===== config.mk =====
export PLATFORM = sky130hd
export DESIGN_NAME = spi_slave_phy_flat
export DESIGN_NICKNAME = d
export VERILOG_FILES = /design/src/rtl/spi_slave_phy_if.sv /design/src/rtl/spi_slave_phy.sv /design/src/flat_wrapper.sv
export SDC_FILE = /design/constraint.sdc
export NUM_CORES = 1
export LEC_CHECK = 0
export CORE_UTILIZATION = 53
export DETAILED_ROUTE_END_ITERATION = 6
export GPL_TIMING_DRIVEN = 0
export PLACE_DENSITY = 0.91
export REMOVE_ABC_BUFFERS = 1
export SYNTH_ARGS = -nofsm -noshare
export SYNTH_HDL_FRONTEND = slang
export SYNTH_SLANG_ARGS = --single-unit

===== constraint.sdc =====
create_clock -name clock -period 3.1 [get_ports clock]
set_input_delay 0.465 -clock clock [delete_from_list [all_inputs] [get_ports clock]]
set_output_delay 0.465 -clock clock [all_outputs]
set_load 0.01 [all_outputs]

===== src/rtl/spi_slave_phy_if.sv =====
// Signal bundle between the SPI slave front end and its pins / state machine.
// The slave modport is the PHY's view; the master modport drives it.
interface spi_slave_phy_if;
    logic        spi_sclk;
    logic        spi_mosi;
    logic        spi_csn;
    logic        spi_miso;
    logic        spi_miso_oe;
    logic [31:0] tx_data;
    logic        csn_sync;
    logic [6:0]  bit_cnt;
    logic [31:0] rx_data;
    logic        word_valid;
    logic        frame_error;

    modport slave (
        input  spi_sclk, spi_mosi, spi_csn, tx_data,
        output spi_miso, spi_miso_oe, csn_sync, bit_cnt, rx_data, word_valid, frame_error
    );

    modport master (
        output spi_sclk, spi_mosi, spi_csn, tx_data,
        input  spi_miso, spi_miso_oe, csn_sync, bit_cnt, rx_data, word_valid, frame_error
    );
endinterface


===== src/rtl/spi_slave_phy.sv =====
// Oversampled mode-0 SPI slave front end: synchronises the pins, deserialises
// MOSI into 32-bit words and serialises the read word onto MISO.
module spi_slave_phy #(
    parameter int SYNC_STAGES = 2,
    parameter bit MISO_IDLE   = 1'b0
) (
    input  logic           clock,
    input  logic           nreset,
    spi_slave_phy_if.slave bus
);
    localparam logic [0:0] ST_IDLE   = 1'b0;
    localparam logic [0:0] ST_ACTIVE = 1'b1;

    localparam logic [6:0] CNT_ZERO  = 7'd0;
    localparam logic [6:0] CNT_ADDR  = 7'd32;
    localparam logic [6:0] CNT_BURST = 7'd33;
    localparam logic [6:0] CNT_FULL  = 7'd64;

    logic [SYNC_STAGES-1:0] sclk_sync;
    logic [SYNC_STAGES-1:0] mosi_sync;
    logic [SYNC_STAGES-1:0] csn_sync_q;
    logic                   sclk_d;

    logic [0:0]  state;
    logic [6:0]  bit_cnt;
    logic [30:0] rx_shift;
    logic [30:0] tx_shift;
    logic [31:0] rx_data;
    logic        word_valid;
    logic        frame_error;
    logic        miso;
    logic        miso_oe;

    logic        sclk_s;
    logic        mosi_s;
    logic        csn_s;
    logic        sclk_rise;
    logic        sclk_fall;
    logic [6:0]  bit_cnt_next;
    logic [31:0] rx_word;
    logic        word_done;
    logic        at_boundary;

    // NOTE: every register below is written with <= so that all flops sample
    // the same pre-edge values; blocking writes here would create order races.
    always_ff @(posedge clock or negedge nreset) begin
        if (!nreset) begin
            sclk_sync  <= '0;
            mosi_sync  <= '0;
            csn_sync_q <= '1;
            sclk_d     <= 1'b0;
        end else begin
            sclk_sync  <= {sclk_sync[SYNC_STAGES-2:0], bus.spi_sclk};
            mosi_sync  <= {mosi_sync[SYNC_STAGES-2:0], bus.spi_mosi};
            csn_sync_q <= {csn_sync_q[SYNC_STAGES-2:0], bus.spi_csn};
            sclk_d     <= sclk_sync[SYNC_STAGES-1];
        end
    end

    assign sclk_s = sclk_sync[SYNC_STAGES-1];
    assign mosi_s = mosi_sync[SYNC_STAGES-1];
    assign csn_s  = csn_sync_q[SYNC_STAGES-1];

    // Edges count only inside an open frame; a closing csn outranks them below.
    assign sclk_rise = (state == ST_ACTIVE) &&  sclk_s && !sclk_d;
    assign sclk_fall = (state == ST_ACTIVE) && !sclk_s &&  sclk_d;

    // NOTE: each combinational output gets a default first so no path leaves
    // it unassigned, which is what would otherwise infer a latch.
    always_comb begin
        bit_cnt_next = bit_cnt + 7'd1;
        if (bit_cnt == CNT_FULL) begin
            bit_cnt_next = CNT_BURST;
        end
        rx_word     = {rx_shift, mosi_s};
        word_done   = (bit_cnt_next == CNT_ADDR) || (bit_cnt_next == CNT_FULL);
        at_boundary = (bit_cnt == CNT_ZERO) || (bit_cnt == CNT_ADDR) || (bit_cnt == CNT_FULL);
    end

    always_ff @(posedge clock or negedge nreset) begin
        if (!nreset) begin
            state       <= ST_IDLE;
            bit_cnt     <= CNT_ZERO;
            rx_shift    <= '0;
            tx_shift    <= '0;
            rx_data     <= '0;
            word_valid  <= 1'b0;
            frame_error <= 1'b0;
            miso        <= MISO_IDLE;
            miso_oe     <= 1'b0;
        end else begin
            word_valid  <= 1'b0;
            frame_error <= 1'b0;
            case (state)
                ST_IDLE: begin
                    if (!csn_s) begin
                        state    <= ST_ACTIVE;
                        bit_cnt  <= CNT_ZERO;
                        rx_shift <= '0;
                        tx_shift <= '0;
                        miso     <= MISO_IDLE;
                        miso_oe  <= 1'b1;
                    end
                end
                ST_ACTIVE: begin
                    if (csn_s) begin
                        // Partial word is dropped; rx_data keeps the last full word.
                        state       <= ST_IDLE;
                        bit_cnt     <= CNT_ZERO;
                        miso        <= MISO_IDLE;
                        miso_oe     <= 1'b0;
                        frame_error <= !at_boundary;
                    end else if (sclk_rise) begin
                        rx_shift <= rx_word[30:0];
                        bit_cnt  <= bit_cnt_next;
                        if (word_done) begin
                            rx_data    <= rx_word;
                            word_valid <= 1'b1;
                        end
                    end else if (sclk_fall) begin
                        if (bit_cnt < CNT_ADDR) begin
                            miso <= MISO_IDLE;
                        end else if ((bit_cnt == CNT_ADDR) || (bit_cnt == CNT_FULL)) begin
                            // Read word is captured once here and not tracked afterwards.
                            tx_shift <= bus.tx_data[30:0];
                            miso     <= bus.tx_data[31];
                        end else begin
                            tx_shift <= {tx_shift[29:0], 1'b0};
                            miso     <= tx_shift[30];
                        end
                    end
                end
                default: begin
                    state <= ST_IDLE;
                end
            endcase
        end
    end

    assign bus.csn_sync    = (state == ST_IDLE);
    assign bus.bit_cnt     = bit_cnt;
    assign bus.rx_data     = rx_data;
    assign bus.word_valid  = word_valid;
    assign bus.frame_error = frame_error;
    assign bus.spi_miso    = miso;
    assign bus.spi_miso_oe = miso_oe;

endmodule


===== src/flat_wrapper.sv =====
// flat-port wrapper written by rule: the top's interface ports become plain ports
module spi_slave_phy_flat 
#(
    parameter int SYNC_STAGES = 2,
    parameter bit MISO_IDLE   = 1'b0
)
  (clock, nreset, bus_spi_sclk, bus_spi_mosi, bus_spi_csn, bus_tx_data, bus_spi_miso, bus_spi_miso_oe, bus_csn_sync, bus_bit_cnt, bus_rx_data, bus_word_valid, bus_frame_error);
  spi_slave_phy_if bus_i ();
  input  logic clock;
  input  logic nreset;
  input wire logic [$bits(bus_i.spi_sclk)-1:0] bus_spi_sclk;
  input wire logic [$bits(bus_i.spi_mosi)-1:0] bus_spi_mosi;
  input wire logic [$bits(bus_i.spi_csn)-1:0] bus_spi_csn;
  input wire logic [$bits(bus_i.tx_data)-1:0] bus_tx_data;
  output wire logic [$bits(bus_i.spi_miso)-1:0] bus_spi_miso;
  output wire logic [$bits(bus_i.spi_miso_oe)-1:0] bus_spi_miso_oe;
  output wire logic [$bits(bus_i.csn_sync)-1:0] bus_csn_sync;
  output wire logic [$bits(bus_i.bit_cnt)-1:0] bus_bit_cnt;
  output wire logic [$bits(bus_i.rx_data)-1:0] bus_rx_data;
  output wire logic [$bits(bus_i.word_valid)-1:0] bus_word_valid;
  output wire logic [$bits(bus_i.frame_error)-1:0] bus_frame_error;
  assign bus_i.spi_sclk = bus_spi_sclk;
  assign bus_i.spi_mosi = bus_spi_mosi;
  assign bus_i.spi_csn = bus_spi_csn;
  assign bus_i.tx_data = bus_tx_data;
  assign bus_spi_miso = bus_i.spi_miso;
  assign bus_spi_miso_oe = bus_i.spi_miso_oe;
  assign bus_csn_sync = bus_i.csn_sync;
  assign bus_bit_cnt = bus_i.bit_cnt;
  assign bus_rx_data = bus_i.rx_data;
  assign bus_word_valid = bus_i.word_valid;
  assign bus_frame_error = bus_i.frame_error;
  spi_slave_phy #(.SYNC_STAGES(SYNC_STAGES), .MISO_IDLE(MISO_IDLE)) u_core (.clock(clock), .nreset(nreset), .bus(bus_i));
endmodule

==> flow_metrics.tcl, run 1 <==
set metrics [dict create \
    detailroute.via_count 3474 \
    path_cells "ha_1 -> and4b_1 -> o21a_1 -> o2111ai_1 -> nand3_4 -> mux2_4" \
    setup_viol_count_final 0 \
    timing.critical_path.arrival_ns 3.23 \
    synth_xor_area_frac 0.00175 \
    detail-route-antenna-nets 0 \
    io_buffer_count 80 \
    synthDistinctLibCells 42 \
    critPathSlowestCell "sky130_fd_sc_hd__dfrtp_1" \
    dr.first_iter.drc_count 176 \
    highest_layer "met4" \
    wire_length_per_cell_after_detailed_routing_um 16.1 \
    wl_um 10200 \
    cts_tree "built" \
    drv_cap 0 \
    grt_max_degree 75 \
    final.fill_count 670 \
    finalHoldWorstSlack_ns 0.344 \
    initial_antenna_violation_count 0 \
    grt.total_usage 0.227 \
    detail_route.drc_violations 0 \
    regArea_um2 2830 \
    synth.yosys.warnings 0 \
    starting_utilization_of_the_core_area 0.543 \
    timing.critical_path.required_ns 3.47 \
    grt_first_pass_wirelength_um 17200 \
    synthAdderAreaFrac 0.0100 \
    report.power.total_uw 3550 \
    timing.fmax_mhz 350 \
    clkLatencyLatePin_ns 0.50 \
    post-cts-setup-buffer-count 0 \
    synth_seq_cells 113 \
    antennaDiodeCount 0 \
    final_nets 550 \
    synth.mux.area_fraction 0.159 \
    synth_compound_gate_area_share 0.103 \
    standard_cell_rows 35 \
    critPathBufInv 0 \
    vdd.ir_drop.worst_v 0.000419 \
    placed_area_um2 5760 \
    chipWidth_um 99.1 \
    min_period_ns 2.85 \
    totalNegativeSetupSlack_ns 0 \
    routed-wl-met2_um 5340 \
    clockRootBuffer "sky130_fd_sc_hd__clkbuf_8" \
    dr.pass1.iters 5 \
    crit_path_max_fanout 33 \
    synth_top_cell_by_area "sky130_fd_sc_hd__dfrtp_1" \
    syn_inst_count 437 \
    report.final.hold_viol_count 0 \
    final_design_area_no_fill_um2 6370 \
    rsz0062_at_grt "false" \
    slew-limit-headroom 0.400 \
    rr_worst_depth 6 \
    vias_per_cell 5.49 \
    post_route_cells_drive_above_1_share 0.153 \
    outcome "finished clean" \
    worst-path-stages 6 \
    critical_path.top_delay_family "simple AND/OR/NAND/NOR gates" \
    clk_pin_slew_worst_paths_ns 0.06 \
    startpoint_type "register" \
    timing.critical_path.slowest_cell_delay_ns 0.54 \
    globalplace.congestion 0.811 \
    grt_pass1_vias 3494 \
    synth_sequential_area_ratio 0.567 \
    post_synth_instance_area_um2 4990 \
    synth_top_family_by_area "multiplexers" \
    drt-met1-wl_um 4380 \
    synth.avg_cell_area_um2 11.4 \
    min_period_over_period 0.921 \
    detailroute.wirelength.met3_um 365 \
    synthToLayoutAreaGrowth_pct 27.5 \
    tightestPinTransition_ns 0.900 \
    netlist.area_leader.share 0.556 \
    cts_sinks 113 \
    p_leak_uw 0.00295 \
    maxSlewViolCount 0 \
    floorplan.io_pins 81 \
    path_category_of_the_worst_min_delay_check "register to register" \
    footprint_of_the_multi_input_gates_um2 1960 \
    post-dp-hpwl_um 6120 \
    largest_cells_by_area_after_synthesis "sky130_fd_sc_hd__dfrtp_1 56%, sky130_fd_sc_hd__mux2_4 8.7%, sky130_fd_sc_hd__nand2_1 7.6%" \
    crit_type "register to register" \
    numCtsBuffers 17 \
    hold_path_depth 0 \
    critPathCaptureType "register" \
    bufs_on_longest_clock_path 2 \
    grt_overflow 0 \
    timing.clock.skew_ns 0.00829 \
    design.die.area_um2 9810 \
    power_density_nw_per_um2 558 \
    die_height_um 99.1 \
    synth-simple-area-share 0.115 \
    area_of_the_core_region_um2 9200 \
    cts_htree_levels 4 \
]
-- area by class of cell --
cell class	count	area share
multi-input cells	289	0.307
repair buffers	82	0.131
clock buffers	18	0.0672
flip-flops and latches	113	0.445
inverters	6	0.00354
clock inverters	14	0.0242
well taps	111	0.0218
-- flip-flops by register name (all words and copies together), names as in the netlist --
name,cells
u_core.mosi_sync,2
u_core.tx_shift,31
u_core.csn_sync_q,2
u_core.bus.spi_miso_oe,1
u_core.state,1
u_core.rx_shift,31
u_core.bus.word_valid,1
u_core.sclk_d,1
u_core.bus.frame_error,1
u_core.sclk_sync,2
u_core.bus.bit_cnt,7
u_core.bus.rx_data,32
u_core.bus.spi_miso,1
-- cell families (layout without fill, tap and decap cells) --
kind of cell               Yosys count  count (layout)
and+or+nand+nor                    129             129
DFF                                113             113
AOI/OAI and AO/OA                   91              91
muxes                               64              64
buffers and inverters               35             120
adders and majority gates            4               4
xor gates and xnor gates             1               1
-- report_power, final --
| part | switching, uW | internal [uW] |
|---|---|---|
| logic | 86.9 | 65.5 |
| clock network | 715 | 1170 |
| registers | 20.7 | 1490 |
-- cells in the final DEF (no fill, tap or decap), drive strengths merged, types with 6 or more instances in the layout --
cell type / Yosys / layout
mux2i: 30 / 30
clkinv: 0 / 6
clkbuf: 16 / 18
clkdlybuf4s50: 0 / 79
inv: 6 / 9
nor2: 6 / 6
dfrtp: 111 / 111
mux2: 34 / 34
nand2: 101 / 101
o21ai: 73 / 73
-- per-layer routing --
layer  vias up  global-route usage
li1       1647                   -
met1      1727               0.287
met2        90               0.381
met3        10              0.0596
met4         0              0.0792
met5         -                   0
-- final timing paths --
kind                                            start                endpoint  slack (ns)
worst max-delay path            u_core.bus.bit_cnt[0]  u_core.bus.rx_data[25]        0.25
worst min-delay path              u_core.sclk_sync[0]     u_core.sclk_sync[1]        0.34
worst max register to register  u_core.bus.bit_cnt[0]  u_core.bus.rx_data[25]        0.25
worst min register to register    u_core.sclk_sync[0]     u_core.sclk_sync[1]        0.34
max in group asynchronous                      nreset    u_core.csn_sync_q[0]        1.85
min in group asynchronous                      nreset  u_core.bus.rx_data[14]        0.49
-- worst reg2reg max path, delay by kind of cell (launching register included) --
kind,cells,cell delay (ns)
simple gates,2,0.79
flops,1,0.54
mux,1,0.52
compound gates,2,0.48
fa+ha+maj,1,0.40
-- stage by stage --
stage / util / setup slack [ns] / std cells
floorplan: - / 0.341 / 408
global placement: 0.623 / -2.50 / 599
detailed placement: 0.626 / -0.306 / 600
CTS: 0.691 / 0.212 / 633
global route: 0.692 / 0.0900 / 633
finish: 0.692 / 0.245 / 633
-- cells in the mapped netlist --
cell type,number
sky130_fd_sc_hd__dfrtp_1,111
sky130_fd_sc_hd__nand2_1,101
sky130_fd_sc_hd__o21ai_0,72
sky130_fd_sc_hd__mux2i_1,30
sky130_fd_sc_hd__mux2_4,29
sky130_fd_sc_hd__clkbuf_1,16
sky130_fd_sc_hd__inv_1,6
sky130_fd_sc_hd__mux2_2,5
sky130_fd_sc_hd__nor2_1,5
sky130_fd_sc_hd__buf_2,4
sky130_fd_sc_hd__buf_6,4
sky130_fd_sc_hd__ha_1,4
sky130_fd_sc_hd__nand2b_1,4
sky130_fd_sc_hd__nand3_1,4
sky130_fd_sc_hd__o31ai_1,4
sky130_fd_sc_hd__buf_12,3
sky130_fd_sc_hd__nor2b_1,3
sky130_fd_sc_hd__a21oi_1,2
sky130_fd_sc_hd__a31oi_1,2
sky130_fd_sc_hd__buf_4,2
sky130_fd_sc_hd__dfstp_2,2
sky130_fd_sc_hd__nand4_1,2
sky130_fd_sc_hd__nand4bb_1,2
sky130_fd_sc_hd__nor3_1,2
sky130_fd_sc_hd__a2111oi_2,1
sky130_fd_sc_hd__a211oi_1,1
sky130_fd_sc_hd__a21boi_0,1
sky130_fd_sc_hd__a21o_1,1
sky130_fd_sc_hd__a21oi_4,1
sky130_fd_sc_hd__a22o_1,1
sky130_fd_sc_hd__and3_1,1
sky130_fd_sc_hd__and4b_1,1
sky130_fd_sc_hd__and4bb_2,1
sky130_fd_sc_hd__nand3_4,1
sky130_fd_sc_hd__nor2_4,1
sky130_fd_sc_hd__o2111ai_1,1
sky130_fd_sc_hd__o21a_1,1
sky130_fd_sc_hd__o21ai_1,1
sky130_fd_sc_hd__o2bb2ai_1,1
sky130_fd_sc_hd__o32ai_1,1
sky130_fd_sc_hd__or4b_1,1
sky130_fd_sc_hd__xor2_1,1
-- what timing repair did --
| action | in CTS | in global routing |
|---|---|---|
| resized for setup | 1 | 3 |
| cloned | 0 | 0 |
| endpoints found under the setup margin | 63 | 24 |
| hold endpoints to repair | 39 | 0 |
| hold buffers | 1 | 0 |
No activity file was read; power rests on OpenSTA's default activity.
==> run 2: changes to the inputs <==
--- a/config.mk
+++ b/config.mk
@@ -10,6 +10,7 @@
 export GPL_TIMING_DRIVEN = 0
 export PLACE_DENSITY = 0.91
 export REMOVE_ABC_BUFFERS = 1
+export SLEW_MARGIN = 15
 export SYNTH_ARGS = -nofsm -noshare
 export SYNTH_HDL_FRONTEND = slang
 export SYNTH_SLANG_ARGS = --single-unit
==> flow_metrics.tcl, run 2 (synthesis results as in run 1) <==
set metrics [dict create \
    timing.critical_path.arrival_ns 3.24 \
    clkLatencyLatePin_ns 0.50 \
    min_period_ns 2.87 \
    power_density_nw_per_um2 584 \
    vias_per_cell 5.53 \
    mostFrequentLayoutCell "sky130_fd_sc_hd__dfrtp_1" \
    drv_cap 0 \
    finish.cell_count_without_fillers 635 \
    dp_cells 602 \
    crit_type "register to register" \
    timing.clock.skew_ns 0.00931 \
    detail_route.drc_violations 0 \
    vdd.ir_drop.worst_v 0.000506 \
    starting_utilization_of_the_core_area 0.543 \
    wire_length_per_cell_after_detailed_routing_um 16.1 \
    finalHoldWorstSlack_ns 0.345 \
    largest_reg_flops 32 \
    initial_antenna_violation_count 0 \
    slew-limit-headroom 0.462 \
    globalplace.congestion 0.811 \
    post-dp-hpwl_um 6240 \
    crit_path_max_fanout 33 \
    grt_pass1_vias 3507 \
    rr_worst_depth 6 \
    synthToLayoutAreaGrowth_pct 29.7 \
    outcome "finished clean" \
    rr_startpoint "u_core.bus.bit_cnt[1]" \
    timing.critical_path.required_ns 3.48 \
    post-cts-setup-buffer-count 0 \
    critPathCaptureType "register" \
    standard_cell_rows 35 \
    detailroute.via_count 3513 \
    grt_first_pass_wirelength_um 17300 \
    timing.fmax_mhz 349 \
    grt_max_degree 75 \
    antennaDiodeCount 0 \
    design.die.area_um2 9810 \
    area_of_the_core_region_um2 9200 \
    post_route_cells_drive_above_1_share 0.155 \
    floorplan.io_pins 81 \
    cts_sinks 113 \
    layout.cells.most_common_list "110 x sky130_fd_sc_hd__dfrtp_1, 99 x sky130_fd_sc_hd__nand2_1, 79 x sky130_fd_sc_hd__clkdlybuf4s50_1" \
    finalCoreUtilization 0.704 \
    clk_pin_slew_worst_paths_ns 0.06 \
    dr.first_iter.drc_count 149 \
    timing.hold.worst_endpoint "u_core.sclk_sync[1]" \
    rrSetupSlack_ns 0.23 \
    maxSlewViolCount 0 \
    largest_registers "u_core.bus.rx_data: 32 flops, u_core.rx_shift: 31 flops, u_core.tx_shift: 31 flops" \
    regMostFlops "u_core.bus.rx_data" \
    clockRootBuffer "sky130_fd_sc_hd__clkbuf_8" \
    die_height_um 99.1 \
    min-delay-start "u_core.sclk_sync[0]" \
    grt_overflow 0 \
    setup_viol_count_final 0 \
    min_period_over_period 0.925 \
    report.final.hold_viol_count 0 \
    cts_tree "built" \
    path_category_of_the_worst_min_delay_check "register to register" \
    hold_path_depth 0 \
    chipWidth_um 99.1 \
    p_leak_uw 0.00301 \
    tightestPinTransition_ns 0.799 \
    cts_htree_levels 4 \
    rsz0062_at_grt "false" \
    worst_r2r_endpoint "u_core.bus.rx_data[25]" \
    final_nets 552 \
    io_buffer_count 80 \
    startpoint_type "register" \
    bufs_on_longest_clock_path 2 \
    grt.total_usage 0.227 \
    dr.pass1.iters 4 \
    wl_um 10200 \
    detail-route-antenna-nets 0 \
    numCtsBuffers 17 \
]
## run 2: metal layers
metal	up-vias	share of wire	wire (um)	global-route usage
li1	1651	-	-	-
met1	1758	0.43	4390	0.291
met2	89	0.52	5310	0.382
met3	15	0.033	339	0.0525
met4	0	0.016	161	0.0792
met5	-	0	0	0
## run 2: worst max path at each step
stage / to / slack, ns / cells after the start / start
finish: u_core.bus.rx_data[25] / 0.23 / 6 / u_core.bus.bit_cnt[1]
global route: u_core.bus.rx_data[23] / 0.08 / 6 / u_core.bus.bit_cnt[1]
CTS: u_core.tx_shift[28] / 0.20 / 5 / u_core.state
detailed placement: u_core.tx_shift[12] / 0.19 / 5 / u_core.state
global placement: u_core.tx_shift[14] / -2.50 / 1 / nreset
floorplan: u_core.rx_shift[0] / 0.34 / 6 / u_core.state
## run 2: where the power goes
group          switching [uW]  internal [uW]
registers                20.6           1490
logic                    88.8           71.4
clock network             710           1400
total                     820           2960
## run 2: through the flow
step | setup slack (ns) | setup TNS, ns | power [uW] | area (um2)
6_report | 0.231 | 0 | 3780 | 6480
5_1_grt | 0.0776 | 0 | 3900 | 6480
4_1_cts | 0.199 | 0 | 3820 | 6470
3_5_place_dp | 0.186 | 0 | 1700 | 5810
2_1_floorplan | 0.341 | 0 | 1580 | 4790
3_3_place_gp | -2.50 | -296.14 | 1680 | 5730
## run 2: critical path, stage by stage, from the launching register on
cell and delay [ns]:
sky130_fd_sc_hd__dfrtp_1 0.54, sky130_fd_sc_hd__ha_1 0.40, sky130_fd_sc_hd__and4b_1 0.23, sky130_fd_sc_hd__o21a_1 0.19
sky130_fd_sc_hd__o2111ai_1 0.30, sky130_fd_sc_hd__nand3_4 0.55, sky130_fd_sc_hd__mux2_4 0.50
## run 2: final cells by class
type	instances	area, um2
timing repair buffer	84	887
fill	634	2720
clock inverter	14	228
multi-input combinational	289	1950
tap	111	139
sequential	113	2830
inverter	6	22.5
clock buffer	18	418
## run 2: timing repair
action,in CTS,in global routing
hold endpoints to repair,39,0
resized for setup,0,2
hold buffers,1,0
setup endpoints to repair,0,11
==> run 3: changes to the inputs <==
--- a/config.mk
+++ b/config.mk
@@ -10,7 +10,7 @@
 export GPL_TIMING_DRIVEN = 0
 export PLACE_DENSITY = 0.91
 export REMOVE_ABC_BUFFERS = 1
-export SLEW_MARGIN = 15
+export SLEW_MARGIN = 40
 export SYNTH_ARGS = -nofsm -noshare
 export SYNTH_HDL_FRONTEND = slang
 export SYNTH_SLANG_ARGS = --single-unit
==> flow_metrics.tcl, run 3 (synthesis results as in run 1) <==
set metrics [dict create \
    p_leak_uw 0.00300 \
    post-dp-hpwl_um 6180 \
    outcome "finished clean" \
    path_category_of_the_worst_min_delay_check "register to register" \
    rsz0062_at_grt "false" \
    tightestPinTransition_ns 0.770 \
    numCtsBuffers 17 \
    grt_pass1_vias 3492 \
    final_design_area_no_fill_um2 6440 \
    final_nets 550 \
    drv_cap 0 \
    path_cells "ha_1 -> and4b_1 -> o21a_1 -> o2111ai_1 -> nand3_4 -> mux2_4" \
    placed_area_um2 5790 \
    setup_viol_count_final 0 \
    synthToLayoutAreaGrowth_pct 29.1 \
    largest_reg_flops 32 \
    io_buffer_count 80 \
    floorplan.io_pins 81 \
    mostFrequentLayoutCell "sky130_fd_sc_hd__dfrtp_1" \
    die_height_um 99.1 \
    grt_max_degree 75 \
    report.final.hold_viol_count 0 \
    timing.critical_path.required_ns 3.48 \
    power_density_nw_per_um2 587 \
    cts_sinks 113 \
    cts.repair.resized 0 \
    globalplace.congestion 0.811 \
    timing.fmax_mhz 346 \
    cts_htree_levels 4 \
    regMostFlops "u_core.bus.rx_data" \
    bufs_on_longest_clock_path 2 \
    grt_first_pass_wirelength_um 17000 \
    area_of_the_core_region_um2 9200 \
    post-cts-setup-buffer-count 0 \
    vdd.ir_drop.worst_v 0.000435 \
    maxSlewViolCount 0 \
    dr.pass1.iters 4 \
    design.die.area_um2 9810 \
    largest_registers "u_core.bus.rx_data: 32 flops, u_core.rx_shift: 31 flops, u_core.tx_shift: 31 flops" \
    starting_utilization_of_the_core_area 0.543 \
    critical_path.top_delay_family "simple AND/OR/NAND/NOR gates" \
    min_period_over_period 0.934 \
    layout.cells.most_common_list "110 x sky130_fd_sc_hd__dfrtp_1, 99 x sky130_fd_sc_hd__nand2_1, 79 x sky130_fd_sc_hd__clkdlybuf4s50_1" \
    timing.critical_path.arrival_ns 3.27 \
    clk_pin_slew_worst_paths_ns 0.06 \
    detailroute.via_count 3474 \
    finish.cell_count_without_fillers 633 \
    clockRootBuffer "sky130_fd_sc_hd__clkbuf_8" \
    grt_overflow 0 \
    vias_per_cell 5.49 \
    standard_cell_rows 35 \
    grt.total_usage 0.223 \
    chipWidth_um 99.1 \
    crit_type "register to register" \
    wire_length_per_cell_after_detailed_routing_um 15.8 \
    totalNegativeSetupSlack_ns 0 \
    critPathBufInv 0 \
    initial_antenna_violation_count 0 \
    timing.clock.skew_ns 0.00723 \
    timing.critical_path.slowest_cell_delay_ns 0.56 \
    detail-route-antenna-nets 0 \
    dp_cells 600 \
    antennaDiodeCount 0 \
    crit_path_max_fanout 33 \
    detail_route.drc_violations 0 \
    min_period_ns 2.89 \
    wl_um 10000 \
    cts-hold-fix-buffers 1 \
    post_route_cells_drive_above_1_share 0.151 \
    slew-limit-headroom 0.481 \
    cts_tree "built" \
    startpoint_type "register" \
    setup_ws_ns 0.206 \
    critPathCaptureType "register" \
    finalCoreUtilization 0.701 \
    dr.first_iter.drc_count 142 \
    clkLatencyLatePin_ns 0.50 \
    dp_slack_ns 0.244 \
    critPathSlowestCell "sky130_fd_sc_hd__nand3_4" \
]
run 3: changes by cell type in the layout (fill, tap and decap cells not counted), sizes merged:
cell and change:
buf -2
run 3: layer usage:
metal | global-route usage | vias up | share of wire
li1 | - | 1644 | -
met2 | 0.373 | 91 | 0.52
met1 | 0.285 | 1728 | 0.43
met5 | 0 | - | 0
met4 | 0.0848 | 0 | 0.011
met3 | 0.0489 | 11 | 0.043
run 3: cell type report:
type | count | area [um2]
clock buffer | 18 | 418
clock inverter | 14 | 228
fill | 647 | 2750
inverter | 6 | 22.5
multi-input combinational | 289 | 1960
sequential | 113 | 2830
tap | 111 | 139
timing repair buffer | 82 | 843
run 3: worst paths after layout:
path | cells after the start | startpoint | end | slack, ns
min in group asynchronous | 2 | nreset | u_core.bus.rx_data[14] | 0.44
worst max register to register | 6 | u_core.bus.bit_cnt[0] | u_core.bus.rx_data[9] | 0.21
max in group asynchronous | 3 | nreset | u_core.csn_sync_q[0] | 1.98
worst max-delay path | 6 | u_core.bus.bit_cnt[0] | u_core.bus.rx_data[9] | 0.21
worst min register to register | 0 | u_core.sclk_sync[0] | u_core.sclk_sync[1] | 0.35
worst min-delay path | 0 | u_core.sclk_sync[0] | u_core.sclk_sync[1] | 0.35
run 3: where the power goes:
group | switching [uW] | total, uW | internal (uW)
combinational | 87.3 | 154 | 66.4
clock | 712 | 2110 | 1400
sequential | 20.4 | 1510 | 1490
run 3: through the flow:
stage	hold WS (ns)	power, uW
6_report	0.347	3780
5_1_grt	0.361	3890
3_5_place_dp	0.336	1690
2_1_floorplan	0.169	1580
4_1_cts	0.348	3810
3_3_place_gp	0.335	1680
